### src/rtl/swo_manch_rx_pkg.sv
// Shared definitions for the SWO Manchester receiver: FSM states and the
// threshold scaling used to classify edges against the measured half-bit.
package swo_manch_rx_pkg;

  typedef enum logic [1:0] {
    ST_IDLE = 2'd0,
    ST_SYNC = 2'd1,
    ST_DATA = 2'd2
  } state_e;

  // Mid-bit threshold is 3*halfbit/2; idle timeout is 8*halfbit.
  localparam int MID_MUL   = 3;
  localparam int MID_SHIFT = 1;
  localparam int END_SHIFT = 3;

endpackage

### src/rtl/swo_manch_rx_byte_fifo.sv
// Small first-word-fall-through byte FIFO; head is visible whenever rd_valid.
// A push into a full FIFO is accepted only when a pop happens in the same cycle.
module swo_byte_fifo #(
  parameter int DEPTH = 4
) (
  input  logic       clk,
  input  logic       rst_n,
  input  logic       wr_en,
  input  logic [7:0] wr_data,
  output logic       wr_drop,
  output logic [7:0] rd_data,
  output logic       rd_valid,
  input  logic       rd_ready
);
  localparam int AW = $clog2(DEPTH);
  localparam logic [AW:0] DEPTH_C = (AW+1)'(DEPTH);

  logic [7:0]    mem [DEPTH];
  logic [AW-1:0] wr_ptr_q, wr_ptr_d, rd_ptr_q, rd_ptr_d;
  logic [AW:0]   count_q, count_d;
  logic          pop, wr_acc;

  assign rd_valid = (count_q != '0);
  assign pop      = rd_ready && rd_valid;
  assign wr_acc   = wr_en && ((count_q != DEPTH_C) || pop);
  assign wr_drop  = wr_en && !wr_acc;
  assign rd_data  = mem[rd_ptr_q];

  always_comb begin
    wr_ptr_d = wr_acc ? wr_ptr_q + 1'b1 : wr_ptr_q;
    rd_ptr_d = pop ? rd_ptr_q + 1'b1 : rd_ptr_q;
    count_d  = count_q;
    case ({wr_acc, pop})
      2'b10:   count_d = count_q + 1'b1;
      2'b01:   count_d = count_q - 1'b1;
      default: count_d = count_q;
    endcase
  end

  always_ff @(posedge clk) begin
    if (wr_acc) mem[wr_ptr_q] <= wr_data;
  end

  always_ff @(posedge clk or negedge rst_n) begin
    if (!rst_n) begin
      wr_ptr_q <= '0;
      rd_ptr_q <= '0;
      count_q  <= '0;
    end else begin
      wr_ptr_q <= wr_ptr_d;
      rd_ptr_q <= rd_ptr_d;
      count_q  <= count_d;
    end
  end

endmodule

### src/rtl/swo_manch_rx.sv
// Manchester SWO receiver: synchronise + deglitch the pin, calibrate the half-bit
// from each start bit, decode LSB-first bytes into a FIFO and flag packet errors.
module swo_manch_rx
  import swo_manch_rx_pkg::*;
#(
  parameter int CNT_W       = 16,
  parameter int FILT_LEN    = 2,
  parameter int MIN_HALFBIT = 4,
  parameter int FIFO_DEPTH  = 4
) (
  input  logic             clk,
  input  logic             rst_n,
  input  logic             en,
  input  logic             swo_in,
  output logic [7:0]       m_data,
  output logic             m_valid,
  input  logic             m_ready,
  output logic             pkt_end,
  output logic             err_frame,
  output logic             err_overflow,
  output logic             err_sync,
  output logic [CNT_W-1:0] halfbit_len
);
  localparam int FW = (FILT_LEN > 1) ? $clog2(FILT_LEN) + 1 : 1;
  localparam int TW = CNT_W + 3;
  localparam logic [CNT_W-1:0] CNT_MAX = '1;
  localparam logic [TW-1:0]    MIN_HB  = TW'(MIN_HALFBIT);

  logic             sync1_q, sync2_q, line_q, line_d, line_prev_q;
  logic [FW-1:0]    run_q, run_d;
  state_e           state_q, state_d;
  logic [CNT_W-1:0] cnt_q, cnt_d, cnt_inc, hb_q, hb_d;
  logic [2:0]       bitidx_q, bitidx_d;
  logic [7:0]       shreg_q, shreg_d;
  logic             push_q, push_d, pkt_end_q, pkt_end_d, err_frame_q, err_frame_d;
  logic             err_sync_q, err_sync_d, err_ovf_q, fifo_drop;
  logic             line_edge, cnt_sat;
  logic [TW-1:0]    hb_x, cnt_x, thr_mid, thr_end;

  // A level change is accepted only after FILT_LEN consecutive differing samples.
  always_comb begin
    line_d = line_q;
    run_d  = '0;
    if (sync2_q != line_q) begin
      if (int'(run_q) + 1 >= FILT_LEN) line_d = sync2_q;
      else run_d = run_q + 1'b1;
    end
  end

  assign line_edge = line_q ^ line_prev_q;
  assign cnt_sat   = (cnt_q == CNT_MAX);
  assign cnt_inc   = cnt_sat ? cnt_q : cnt_q + 1'b1;
  assign hb_x      = TW'(hb_q);
  assign cnt_x     = TW'(cnt_q);
  assign thr_mid   = (hb_x * TW'(MID_MUL)) >> MID_SHIFT;
  assign thr_end   = hb_x << END_SHIFT;

  always_comb begin
    state_d     = state_q;
    cnt_d       = cnt_inc;
    hb_d        = hb_q;
    bitidx_d    = bitidx_q;
    shreg_d     = shreg_q;
    push_d      = 1'b0;
    pkt_end_d   = 1'b0;
    err_frame_d = 1'b0;
    err_sync_d  = 1'b0;
    if (!en) begin
      state_d  = ST_IDLE;
      cnt_d    = '0;
      bitidx_d = '0;
    end else begin
      case (state_q)
        ST_IDLE: begin
          cnt_d    = '0;
          bitidx_d = '0;
          if (line_edge && line_q) begin
            state_d = ST_SYNC;
            cnt_d   = CNT_W'(1);
          end
        end
        ST_SYNC: begin
          if (line_edge) begin
            if (cnt_x < MIN_HB) begin
              err_sync_d = 1'b1;
              state_d    = ST_IDLE;
              cnt_d      = '0;
            end else begin
              hb_d     = cnt_q;
              bitidx_d = '0;
              cnt_d    = CNT_W'(1);
              state_d  = ST_DATA;
            end
          end else if (cnt_sat) begin
            err_sync_d = 1'b1;
            state_d    = ST_IDLE;
            cnt_d      = '0;
          end
        end
        ST_DATA: begin
          // Boundary edges (close to the last mid-bit) are ignored and do not restart cnt.
          if (line_edge) begin
            if (cnt_x > thr_mid) begin
              shreg_d  = {line_prev_q, shreg_q[7:1]};
              bitidx_d = bitidx_q + 3'd1;
              cnt_d    = CNT_W'(1);
              push_d   = (bitidx_q == 3'd7);
            end
          end else if (cnt_x > thr_end || cnt_sat) begin
            // Saturation also ends the packet so a huge halfbit cannot stall here.
            pkt_end_d   = 1'b1;
            err_frame_d = (bitidx_q != 3'd0);
            state_d     = ST_IDLE;
            cnt_d       = '0;
          end
        end
        default: begin
          state_d = ST_IDLE;
          cnt_d   = '0;
        end
      endcase
    end
  end

  always_ff @(posedge clk or negedge rst_n) begin
    if (!rst_n) begin
      sync1_q     <= 1'b0;
      sync2_q     <= 1'b0;
      line_q      <= 1'b0;
      line_prev_q <= 1'b0;
      run_q       <= '0;
      state_q     <= ST_IDLE;
      cnt_q       <= '0;
      hb_q        <= '0;
      bitidx_q    <= '0;
      shreg_q     <= '0;
      push_q      <= 1'b0;
      pkt_end_q   <= 1'b0;
      err_frame_q <= 1'b0;
      err_sync_q  <= 1'b0;
      err_ovf_q   <= 1'b0;
    end else begin
      sync1_q     <= swo_in;
      sync2_q     <= sync1_q;
      line_q      <= line_d;
      line_prev_q <= line_q;
      run_q       <= run_d;
      state_q     <= state_d;
      cnt_q       <= cnt_d;
      hb_q        <= hb_d;
      bitidx_q    <= bitidx_d;
      shreg_q     <= shreg_d;
      push_q      <= push_d;
      pkt_end_q   <= pkt_end_d;
      err_frame_q <= err_frame_d;
      err_sync_q  <= err_sync_d;
      err_ovf_q   <= fifo_drop;
    end
  end

  swo_byte_fifo #(.DEPTH(FIFO_DEPTH)) u_fifo (
    .clk      (clk),
    .rst_n    (rst_n),
    .wr_en    (push_q),
    .wr_data  (shreg_q),
    .wr_drop  (fifo_drop),
    .rd_data  (m_data),
    .rd_valid (m_valid),
    .rd_ready (m_ready)
  );

  assign pkt_end      = pkt_end_q;
  assign err_frame    = err_frame_q;
  assign err_sync     = err_sync_q;
  assign err_overflow = err_ovf_q;
  assign halfbit_len  = hb_q;

endmodule

### config.mk
export PLATFORM = sky130hd
export DESIGN_NAME = swo_manch_rx
export DESIGN_NICKNAME = d
export VERILOG_FILES = /design/src/rtl/swo_manch_rx_pkg.sv /design/src/rtl/swo_manch_rx_byte_fifo.sv /design/src/rtl/swo_manch_rx.sv
export SDC_FILE = /design/constraint.sdc
export NUM_CORES = 1
export LEC_CHECK = 0
export BUFFER_PORTS_ARGS = -buffer_cell sky130_fd_sc_hd__buf_2
export CORE_AREA = 8 8 118 120
export DETAILED_ROUTE_END_ITERATION = 10
export DIE_AREA = 0 0 126 128
export GPL_TIMING_DRIVEN = 1
export PLACE_DENSITY = 0.68
export SLEW_MARGIN = 20
export SYNTH_ARGS = -nofsm -noshare
export SYNTH_HDL_FRONTEND = slang
export SYNTH_SLANG_ARGS = --single-unit
### constraint.sdc
create_clock -name clk -period 3.8 [get_ports clk]
set_input_delay 0.38 -clock clk [delete_from_list [all_inputs] [get_ports clk]]
set_output_delay 0.38 -clock clk [all_outputs]
set_load 0.005 [all_outputs]
==> results of run 1 <==
layer usage:
metal,part of all wire (%),up-vias,wire length [um]
met5,0,-,0
li1,-,1937,-
met1,44,2003,5590
met2,50,91,6408
met3,3.7,18,465
met4,2.1,0,273
where the power goes:
group          switching [uW]  total, uW  internal (uW)
registers                92.1       1200           1110
logic                     239        472            233
clock network             430        909            479
kinds of logic after synthesis:
kind of cell	count (synthesis)	synth area share, %
and+or+nand+nor	151	14.80
DFF	95	45.55
AOI/OAI and AO/OA	80	9.704
adders and majority gates	61	13.97
buffers and inverters	43	3.189
muxes	32	8.064
xor gates and xnor gates	30	4.717
worst max-delay path, stage by stage, from the launching register on:
cell	delay (ps)
dfrtp_2	470
ha_4	190
buf_4	130
a21oi_4	160
o22ai_2	120
o22a_1	270
a211o_1	310
a31o_2	250
a21oi_2	140
xnor2_1	140
ha_1	290
nand3_2	80
o41a_1	130
o211ai_1	80
a211o_2	370
buf_6	160
a22o_4	250
a32o_1	250
layout by cell type, fill, tap and decap left out, types with 17 or more instances in the layout:
master and n:
buf_4 37, nor2_1 29, buf_2 33, ha_1 55, dfrtp_1 60, nand2_1 36, xor2_1 17, edfxtp_1 32
nand3_1 18, inv_1 32, a21oi_1 18
cell type report:
class	instances	area, um^2	share of cell area [%]
Clock buffer	10	239.0	3.546
Clock inverter	6	61.31	0.9096
Inverter	32	120.1	1.782
Sequential cell	95	2541	37.70
Multi-Input combinational cell	355	3060	45.41
Tap cell	150	187.7	2.784
Timing Repair Buffer	77	530.5	7.871
flip-flops by register name, summed over array words and instances (netlist names):
name and count:
u_fifo.mem 32, cnt_q 16, halfbit_len 16, shreg_q 8, bitidx_q 3, u_fifo.count_q 3
run_q 2, state_q 2, u_fifo.rd_ptr_q 2, u_fifo.wr_ptr_q 2, err_frame 1, err_overflow 1
err_sync 1, line_prev_q 1, line_q 1, pkt_end 1, push_q 1, sync1_q 1
sync2_q 1
what timing repair did:
item | CTS | global route
cloned | 2 | 0
endpoints found under the setup margin | 28 | 28
pin swaps | 32 | 21
setup buffers | 9 | 3
gates resized for setup | 31 | 18
per-stage QoR:
step | instances | area (um^2) | setup WS, ps | util [%]
floorplan | 492 | 5578 | 12.83 | -
global placement | 697 | 6133 | -147.5 | 50.24
detailed placement | 697 | 6133 | -286.0 | 50.24
CTS | 724 | 6644 | -208.8 | 54.42
global route | 725 | 6740 | -286.9 | 55.21
finish | 725 | 6740 | -114.8 | 55.21
how the worst max path moves through the flow:
stage | endpoint | slack [ps]
after floorplan | shreg_q[1]$_DFFE_PN0P_ | 10
after global placement | shreg_q[6]$_DFFE_PN0P_ | -150
after CTS | shreg_q[0]$_DFFE_PN0P_ | -210
final | bitidx_q[2]$_DFFE_PN0P_ | -110
after global routing | bitidx_q[2]$_DFFE_PN0P_ | -290
after detailed placement | shreg_q[0]$_DFFE_PN0P_ | -290
==> results.txt, run 1 <==
Post-synthesis async set-or-reset flop share = 66.32%
Antenna Diode Count = 0
CTS Buf Count = 9
First-pass GRT wire length = 21.33 mm
Met1 Usage GRT = 19.87%
Post-synthesis net count = 558
Met2 demand-to-capacity share in global routing = 28.87%
Internal reg-to-reg setup slack = -110 ps
Worst hold slack across all endpoints = 115.7 ps
Peak ir drop on the vdd network = 0.1922 mV
Endpoint of the lowest-slack register-to-register path = bitidx_q[2]$_DFFE_PN0P_
Final worst path period share = 103.0%
Full die area = 16130 um^2
Residual overflow from global routing = 0
Clock-pin slew on the worst setup and hold paths = 70 ps
Via count = 4049
Number of pins with negative max-slew slack in the final report = 0
Growth of design area from synthesis to finish = 21.00%
Placement Rows = 41
Setup crit end kind = flip-flop
Leading cell type by number of instances after synthesis = dfrtp_1
Post-Synthesis Cell Area = 5570 um^2
Count of different cell masters after synthesis = 65
Fraction of post-synthesis cell area in the top cell type by area = 28.30%
Unrepaired setup endpoints after global routing = yes
Vias in the first global route = 4288
CP startpoint kind = flip-flop
Endpoint required time on the critical path = 4030 ps
Worst reg2reg startpoint = halfbit_len[1]$_DFFE_PN0P_
Worst Slack Setup Final = -114.8 ps
Highest clock frequency the design can meet = 255.4 MHz
Filler instances = 1026
CTS tree = built
Initial core utilization = 45.62%
Number of setup violations in the final report = 14
Pwr/cell area = 383.2 nW/um^2
Leading area contributor after synthesis = dfrtp_1
Worst setup skew after layout = 5.659 ps
Most frequent cells after synthesis = dfrtp_1, ha_1, nand2_1, edfxtp_1, inv_1
Ports placed on the boundary = 34
Detail Placement HPWL = 8.931 mm
Pin count of the biggest net entering global routing = 34
Status = complete, but fails checks
Total Routing Usage GR = 16.61%
Reported leakage power = 0.003119 uW
Setup TNS Final = -693.6 ps
Hold Crit Class = input port to asynchronous set/reset pin
Count of input and output buffers = 33
Number of flops mapped to enable cells by yosys = 32
Arr. time, crit path = 4150 ps
Violations in the final reports = setup timing
Timing startpoint of the critical path = halfbit_len[1]$_DFFE_PN0P_
Flip-flop and latch count after synthesis = 95
Routability congestion estimate from global placement = 0.9087
Area inside the core boundary = 12210 um^2
Number of antenna violations at the first check in global routing = 0
Starting DRC count in detailed routing = 252
Crit path max fanout = 4
Number of vias per cell after detailed routing = 5.585
Synthesized netlist cell count = 492
Relative slew slack = 46.16%
H-Tree Level Count = 3
Peak-usage layer in the global routing report = met2
Total Routed Length = 12.74 mm
CTS Hold Buffers Added = 0
Transition time at the pin with the least slew margin = 807.6 ps
Count of max-cap constraint violations = 0
Count of clock tree sinks = 95
Post-layout minimum cycle time = 3915 ps
Final routed DRC violation total = 0
WL per Instance = 17.57 um
Per-instance average area after synthesis = 11.32 um^2
Worst-case reg-to-reg path depth = 17
Horizontal die dimension = 126 um
Antenna violation net count after detailed routing = 0
Largest cells by area after synthesis = dfrtp_1, edfxtp_1, ha_1
Top_reg_cell synth = dfrtp_1
Number of detailed-routing iterations run before antenna repair = 5
Final Net Count = 636
Maximum count of clock buffers along a single path = 2
Proportion of layout cells with a drive suffix above 1 = 28.52%
Class of the most critical setup path = flip-flop to flip-flop
Final Hold Viols = 0
Source-to-sink clock delay at the later pin of the worst-skew pair = 350 ps
Root Driver = clkbuf_16
Met3 layer usage reported by global route = 2.329%
Portion of the post-synthesis area used by sequential elements = 45.55%
Total power = 2583 uW
Vertical die dimension = 128 um
Warning count from the yosys run = 0
Note: power is estimated with default switching activity, not from simulation.
==> run 2: changes to the inputs <==
--- a/config.mk
+++ b/config.mk
@@ -6,10 +6,11 @@
 export NUM_CORES = 1
 export LEC_CHECK = 0
 export BUFFER_PORTS_ARGS = -buffer_cell sky130_fd_sc_hd__buf_2
-export CORE_AREA = 8 8 118 120
+export CORE_AREA = 5 5 115 117
 export DETAILED_ROUTE_END_ITERATION = 10
-export DIE_AREA = 0 0 126 128
+export DIE_AREA = 0 0 120 122
 export GPL_TIMING_DRIVEN = 1
+export HOLD_SLACK_MARGIN = 0.12
 export PLACE_DENSITY = 0.68
 export SLEW_MARGIN = 20
 export SYNTH_ARGS = -nofsm -noshare
==> run 2 against run 1 <==
The run still ends with setup timing left. Cell count fell by 0.28%. Final area fell by 1.1%. Combinational power shrank 5.5%. Maximum frequency rose by 1.8%. Clock skew increased by 0.67 ps. Non-clock buffer count shrank 1. Core utilization is 0.84 points lower.
==> results.txt, run 2 (synthesized netlist as in run 1, its figures left out) <==
Met2 demand-to-capacity share in global routing = 27.96% (-0.91 points)
Residual overflow from global routing = 0 (unchanged)
Worst reg2reg startpoint = halfbit_len[2]$_DFFE_PN0P_
Number of antenna violations at the first check in global routing = 0 (unchanged)
Post-layout minimum cycle time = 3845 ps (-70.05 ps)
Endpoint required time on the critical path = 4040 ps (about the same)
Switching portion of total power = 30.03% (+0.56 points)
Timing startpoint of the critical path = halfbit_len[2]$_DFFE_PN0P_
Horizontal die dimension = 120 um (-4.8%)
Pin count of the biggest net entering global routing = 40 (+18%)
Worst setup skew after layout = 6.331 ps (+0.6713 ps)
Growth of design area from synthesis to finish = 19.65%
Top library cells by usage in the layout, fill and taps aside = dfrtp_1, ha_1, buf_4, nand2_1, buf_2
CTS tree = built
Post-layout utilization of the core = 54.36% (-0.84 points)
Final Net Count = 634 (-0.31%)
Share of power burned in the clock network = 35.9% (+0.7 points)
Register name with the most flops = u_fifo.mem
Clock-pin slew on the worst setup and hold paths = 70 ps (about the same)
Worst Slack Setup Final = -44.72 ps (+70.05 ps)
Total power = 2566 uW (-0.67%)
Transition time at the pin with the least slew margin = 920.3 ps (+112.8 ps)
Class of the most critical setup path = flip-flop to flip-flop
Routability congestion estimate from global placement = 0.9470 (+4.2%)
Maximum count of clock buffers along a single path = 2 (unchanged)
Highest clock frequency the design can meet = 260.1 MHz (+1.8%)
Antenna violation net count after detailed routing = 0 (unchanged)
Source-to-sink clock delay at the later pin of the worst-skew pair = 350 ps (about the same)
Proportion of layout cells with a drive suffix above 1 = 27.57% (-0.95 points)
Count of max-cap constraint violations = 0 (unchanged)
Root Driver = clkbuf_16
Detail Placement HPWL = 8.746 mm (-2.1%)
Total Routed Length = 12.15 mm (-4.6%)
Starting DRC count in detailed routing = 267 (+6.0%)
Peak-usage layer in the global routing report = met2
H-Tree Level Count = 3 (unchanged)
Filler instances = 1030 (+0.39%)
Share of power burned in registers = 46.8% (+0.3 points)
Peak ir drop on the vdd network = 0.1838 mV (-4.4%)
Antenna Diode Count = 0 (unchanged)
WL per Instance = 16.80 um (-4.4%)
Met3 layer usage reported by global route = 2.600% (+0.27 points)
Count of input and output buffers = 33 (unchanged)
First-pass GRT wire length = 20.39 mm (-4.4%)
Count of clock tree sinks = 95 (unchanged)
Worst-case reg-to-reg path depth = 16 (-1)
Number of detailed-routing iterations run before antenna repair = 4 (-1)
Pwr/cell area = 384.9 nW/um^2 (+0.45%)
Relative slew slack = 38.64% (-7.5 points)
Crit path max fanout = 9 (+5)
Hold Crit Class = input port to asynchronous set/reset pin
Most common cell after layout, fill and taps aside = dfrtp_1
Total Routing Usage GR = 17.49% (+0.89 points)
Setup crit end kind = flip-flop
Placement Setup Slack = -251.1 ps (+34.94 ps)
Initial core utilization = 45.43% (-0.19 points)
CP startpoint kind = flip-flop
Violations in the final reports = setup timing
Setup TNS Final = -561.7 ps (+131.8 ps)
Area inside the core boundary = 12260 um^2 (+0.42%)
Non-Filler Cell Area, Final = 6665 um^2 (-1.1%)
Met1 Usage GRT = 23.35% (+3.5 points)
Unrepaired setup endpoints after global routing = yes
Number of pins with negative max-slew slack in the final report = 0 (unchanged)
Status = complete, but fails checks
CTS Buf Count = 9 (unchanged)
Reported leakage power = 0.003093 uW (-0.83%)
Switch Pwr = 770.5 uW (+1.2%)
Placement Rows = 41 (unchanged)
Ports placed on the boundary = 34 (unchanged)
Combinational group share of total power = 17.4% (-0.9 points)
Placed Area = 6118 um^2 (-0.24%)
Arr. time, crit path = 4080 ps (-70 ps)
Vias in the first global route = 4066 (-5.2%)
Vertical die dimension = 122 um (-4.7%)
Final worst path period share = 101.2% (-1.8 points)
Full die area = 14640 um^2 (-9.2%)
Final Hold Viols = 0 (unchanged)
Number of vias per cell after detailed routing = 5.526 (-1.1%)
Final routed DRC violation total = 0 (unchanged)
Number of setup violations in the final report = 22 (+8)
Max reg flops = 32 (unchanged)
Via count = 3995 (-1.3%)
Internal power = 1795 uW (-1.5%)
==> run 2: critical path, cell delays in order, from the launching register on <==
cell      delay [ps]
dfrtp_2          450
ha_1             300
a21oi_2          190
o22ai_2          120
o22a_1           260
a211o_1          310
a31o_2           250
a21oi_1          180
xnor2_1          140
ha_1             270
nand3_1          100
o41a_1           130
o211ai_1          90
a211o_2          360
nor2_4           130
buf_12           130
mux2_2           320
==> run 2: what timing repair did <==
item,in CTS,in global routing
cloned,0,0
setup endpoints to repair,28,28
hold buffers,1,0
setup buffers,6,5
gates resized for setup,18,20
pin swaps,25,9
hold endpoints to repair,1,0
==> run 2: worst paths after layout <==
| kind | end | slack, ps |
|---|---|---|
| worst max-delay path | shreg_q[3]$_DFFE_PN0P_ | -40 |
| worst min-delay path | halfbit_len[8]$_DFFE_PN0P_ | 150 |
| worst max register to register | shreg_q[3]$_DFFE_PN0P_ | -40 |
| worst min register to register | sync2_q$_DFF_PN0_ | 350 |
| max in group asynchronous | halfbit_len[3]$_DFFE_PN0P_ | 2760 |
| min in group clk | u_fifo.rd_ptr_q[1]$_DFFE_PN0P_ | 350 |
==> run 2: area by class of cell <==
cell class	instances	area, um^2	share of cell area [%]
Clock inverter	7	86.33	1.295
Inverter	32	120.1	1.802
Clock buffer	9	225.2	3.379
Tap cell	150	187.7	2.816
Sequential cell	95	2540	38.11
Multi-Input combinational cell	354	2992	44.88
Timing Repair Buffer	76	514.2	7.715
==> run 2: routing by layer <==
| layer | wire length, um | up-vias |
|---|---|---|
| li1 | - | 1943 |
| met1 | 5531 | 1933 |
| met2 | 5751 | 98 |
| met3 | 534 | 21 |
| met4 | 329 | 0 |
| met5 | 0 | - |
==> run 2: power by group through the flow <==
stage	Sequential, uW	Clock (uW)	Combinational (uW)
finish	1200	920	446
global route	1220	993	496
CTS	1200	944	438
detailed placement	1230	0	405
global placement	1230	0	391
floorplan	1160	0	358
==> run 2: per-stage QoR <==
step / std cells / hold slack, ps
after global placement: 695 / 333.2
final: 723 / 152.3
after detailed placement: 695 / 337.8
after CTS: 718 / 188.0
after global routing: 723 / 234.8
after floorplan: 492 / 84.41
==> run 3: changes to the inputs <==
--- a/config.mk
+++ b/config.mk
@@ -9,7 +9,7 @@
 export CORE_AREA = 5 5 115 117
 export DETAILED_ROUTE_END_ITERATION = 10
 export DIE_AREA = 0 0 120 122
-export GPL_TIMING_DRIVEN = 1
+export GPL_TIMING_DRIVEN = 0
 export HOLD_SLACK_MARGIN = 0.12
 export PLACE_DENSITY = 0.68
 export SLEW_MARGIN = 20
==> run 3 against run 2 <==
The flow still finishes with violations (setup timing). Clock-buffer cell count rose by 1. Critical path depth unchanged. Clock power down 6.3%. Global-route usage shrank 0.17 points. First-iteration DRC count shrank 16%. Sequential share of layout area shrank 0.085 points. Clock skew rose by 3.0 ps. Maximum frequency down 5.0%.
==> results.txt, run 3 (synthesized netlist as in run 1, its figures left out) <==
Count of max-cap constraint violations = 0 (unchanged)
Number of antenna violations at the first check in global routing = 0 (unchanged)
Growth of design area from synthesis to finish = 20.22%
Vias in the first global route = 4032 (-0.84%)
Source-to-sink clock delay at the later pin of the worst-skew pair = 350 ps (about the same)
Via count = 3952 (-1.1%)
Transition time at the pin with the least slew margin = 770.2 ps (-150.1 ps)
Hold Crit Class = input port to flip-flop
First-pass GRT wire length = 20.02 mm (-1.8%)
Highest clock frequency the design can meet = 247.2 MHz (-5.0%)
Final Hold Viols = 0 (unchanged)
Arr. time, crit path = 4280 ps (+200 ps)
Residual overflow from global routing = 0 (unchanged)
Max reg flops = 32 (unchanged)
Placement Rows = 41 (unchanged)
Total Routing Usage GR = 17.32% (-0.17 points)
Worst setup skew after layout = 9.314 ps (+2.983 ps)
Top library cells by usage in the layout, fill and taps aside = dfrtp_1, ha_1, nand2_1, buf_2
Class of the most critical setup path = flip-flop to flip-flop
Crit path max fanout = 5 (-4)
CTS tree = built
Clock-pin slew on the worst setup and hold paths = 70 ps (about the same)
Total power = 2522 uW (-1.7%)
Area inside the core boundary = 12260 um^2 (unchanged)
Register name with the most flops = u_fifo.mem
Ports placed on the boundary = 34 (unchanged)
Vertical die dimension = 122 um (unchanged)
Violations in the final reports = setup timing
Number of detailed-routing iterations run before antenna repair = 5 (+1)
Setup TNS Final = -4203 ps (-3641 ps)
Starting DRC count in detailed routing = 225 (-16%)
Most common cell after layout, fill and taps aside = dfrtp_1
Non-Filler Cell Area, Final = 6696 um^2 (+0.47%)
Endpoint required time on the critical path = 4030 ps (about the same)
Maximum count of clock buffers along a single path = 2 (unchanged)
Status = complete, but fails checks
Final worst path period share = 106.5% (+5.3 points)
H-Tree Level Count = 3 (unchanged)
Count of clock tree sinks = 95 (unchanged)
Count of input and output buffers = 33 (unchanged)
Number of pins with negative max-slew slack in the final report = 0 (unchanged)
Number of vias per cell after detailed routing = 5.504 (-0.39%)
Initial core utilization = 45.43% (unchanged)
Pwr/cell area = 376.6 nW/um^2 (-2.2%)
Peak ir drop on the vdd network = 0.2304 mV (+25%)
Pin count of the biggest net entering global routing = 37 (-7.5%)
WL per Instance = 16.93 um (+0.76%)
Final instance count without filler cells = 718 (-0.69%)
Worst Slack Setup Final = -246.0 ps (-201.2 ps)
Total Routed Length = 12.15 mm (about the same)
Routability congestion estimate from global placement = 0.8413 (-11%)
CTS Buf Count = 9 (unchanged)
Full die area = 14640 um^2 (unchanged)
Final Net Count = 629 (-0.79%)
Post-layout utilization of the core = 54.62% (+0.26 points)
Horizontal die dimension = 120 um (unchanged)
Placed Area = 5953 um^2 (-2.7%)
Reported leakage power = 0.003010 uW (-2.7%)
Antenna Diode Count = 0 (unchanged)
Filler instances = 1034 (+0.39%)
Unrepaired setup endpoints after global routing = yes
Placed Instances = 676 (-2.7%)
Detail Placement HPWL = 8.489 mm (-2.9%)
Relative slew slack = 48.65% (+10 points)
Post-layout minimum cycle time = 4046 ps (+201.2 ps)
Root Driver = clkbuf_16
Setup crit end kind = flip-flop
Number of setup violations in the final report = 28 (+27%)
Antenna violation net count after detailed routing = 0 (unchanged)
Final routed DRC violation total = 0 (unchanged)
CP startpoint kind = flip-flop
Proportion of layout cells with a drive suffix above 1 = 27.99% (+0.42 points)
run 3: cell types whose count changed in the layout (fill, tap and decap cells not counted), sizes merged:
cell | before | now
clkinvlp | 0 | 2
clkbuf | 9 | 16
buf | 75 | 63
dlygate4sd3 | 1 | 2
clkinv | 4 | 1
run 3: layout make-up:
type | instances | area, um^2 | share of cell area (%)
plain buffers | 11 | 61.31 | 0.9155
clock buffers | 10 | 229.0 | 3.419
clock inverters | 6 | 52.55 | 0.7848
inverters | 32 | 120.1 | 1.794
multi-input cells | 354 | 3097 | 46.24
flip-flops and latches | 95 | 2546 | 38.02
well taps | 150 | 187.7 | 2.803
repair buffers | 60 | 402.9 | 6.016
run 3: timing repair:
item,in CTS,in global routing
pin swaps,32,24
endpoints found under the setup margin,28,28
resized for setup,39,27
endpoints found under the hold margin,28,0
hold buffers,2,0
cloned,2,0
setup buffers,14,8
run 3: metrics by stage:
stage	setup slack [ps]	hold WS, ps
2_1_floorplan	12.83	84.41
3_3_place_gp	-515.3	334.7
3_5_place_dp	-505.6	327.9
4_1_cts	-152.9	334.5
5_1_grt	-360.5	352.9
6_report	-246.0	343.6
run 3: layer usage:
| metal | track usage, % | wire length, um | part of all wire, % |
|---|---|---|---|
| met2 | 29.01 | 5880 | 48 |
| met4 | 6.800 | 281 | 2.3 |
| met3 | 4.085 | 633 | 5.2 |
| met1 | 21.79 | 5359 | 44 |
| met5 | 0 | 0 | 0 |
run 3: path summary, 6_finish.rpt:
kind | start | endpoint | slack [ps] | cells past startpoint
min in group asynchronous | rst_n | halfbit_len[8]$_DFFE_PN0P_ | 490 | 2
min | m_ready | u_fifo.rd_ptr_q[1]$_DFFE_PN0P_ | 340 | 3
max | halfbit_len[1]$_DFFE_PN0P_ | shreg_q[2]$_DFFE_PN0P_ | -250 | 16
max reg2reg | halfbit_len[1]$_DFFE_PN0P_ | shreg_q[2]$_DFFE_PN0P_ | -250 | 16
max in group asynchronous | rst_n | halfbit_len[3]$_DFFE_PN0P_ | 2770 | 3
min reg2reg | sync1_q$_DFF_PN0_ | sync2_q$_DFF_PN0_ | 350 | 0
run 3: critical path: stages, from the launching register on:
cell	delay [ps]
dfrtp_2	460
ha_4	190
fa_2	360
a211oi_4	290
o21ai_4	120
a31oi_4	200
o21ai_2	100
xnor2_1	140
ha_1	300
and4_1	210
nand4_1	180
a31oi_2	230
a21oi_1	60
a211o_2	440
nor2_4	170
buf_6	150
mux2_4	300
run 3: report_power, final:
group,switching [uW],internal (uW)
Combinational,297,215
Clock,407,454
Sequential,37.3,1110
Total,742,1780
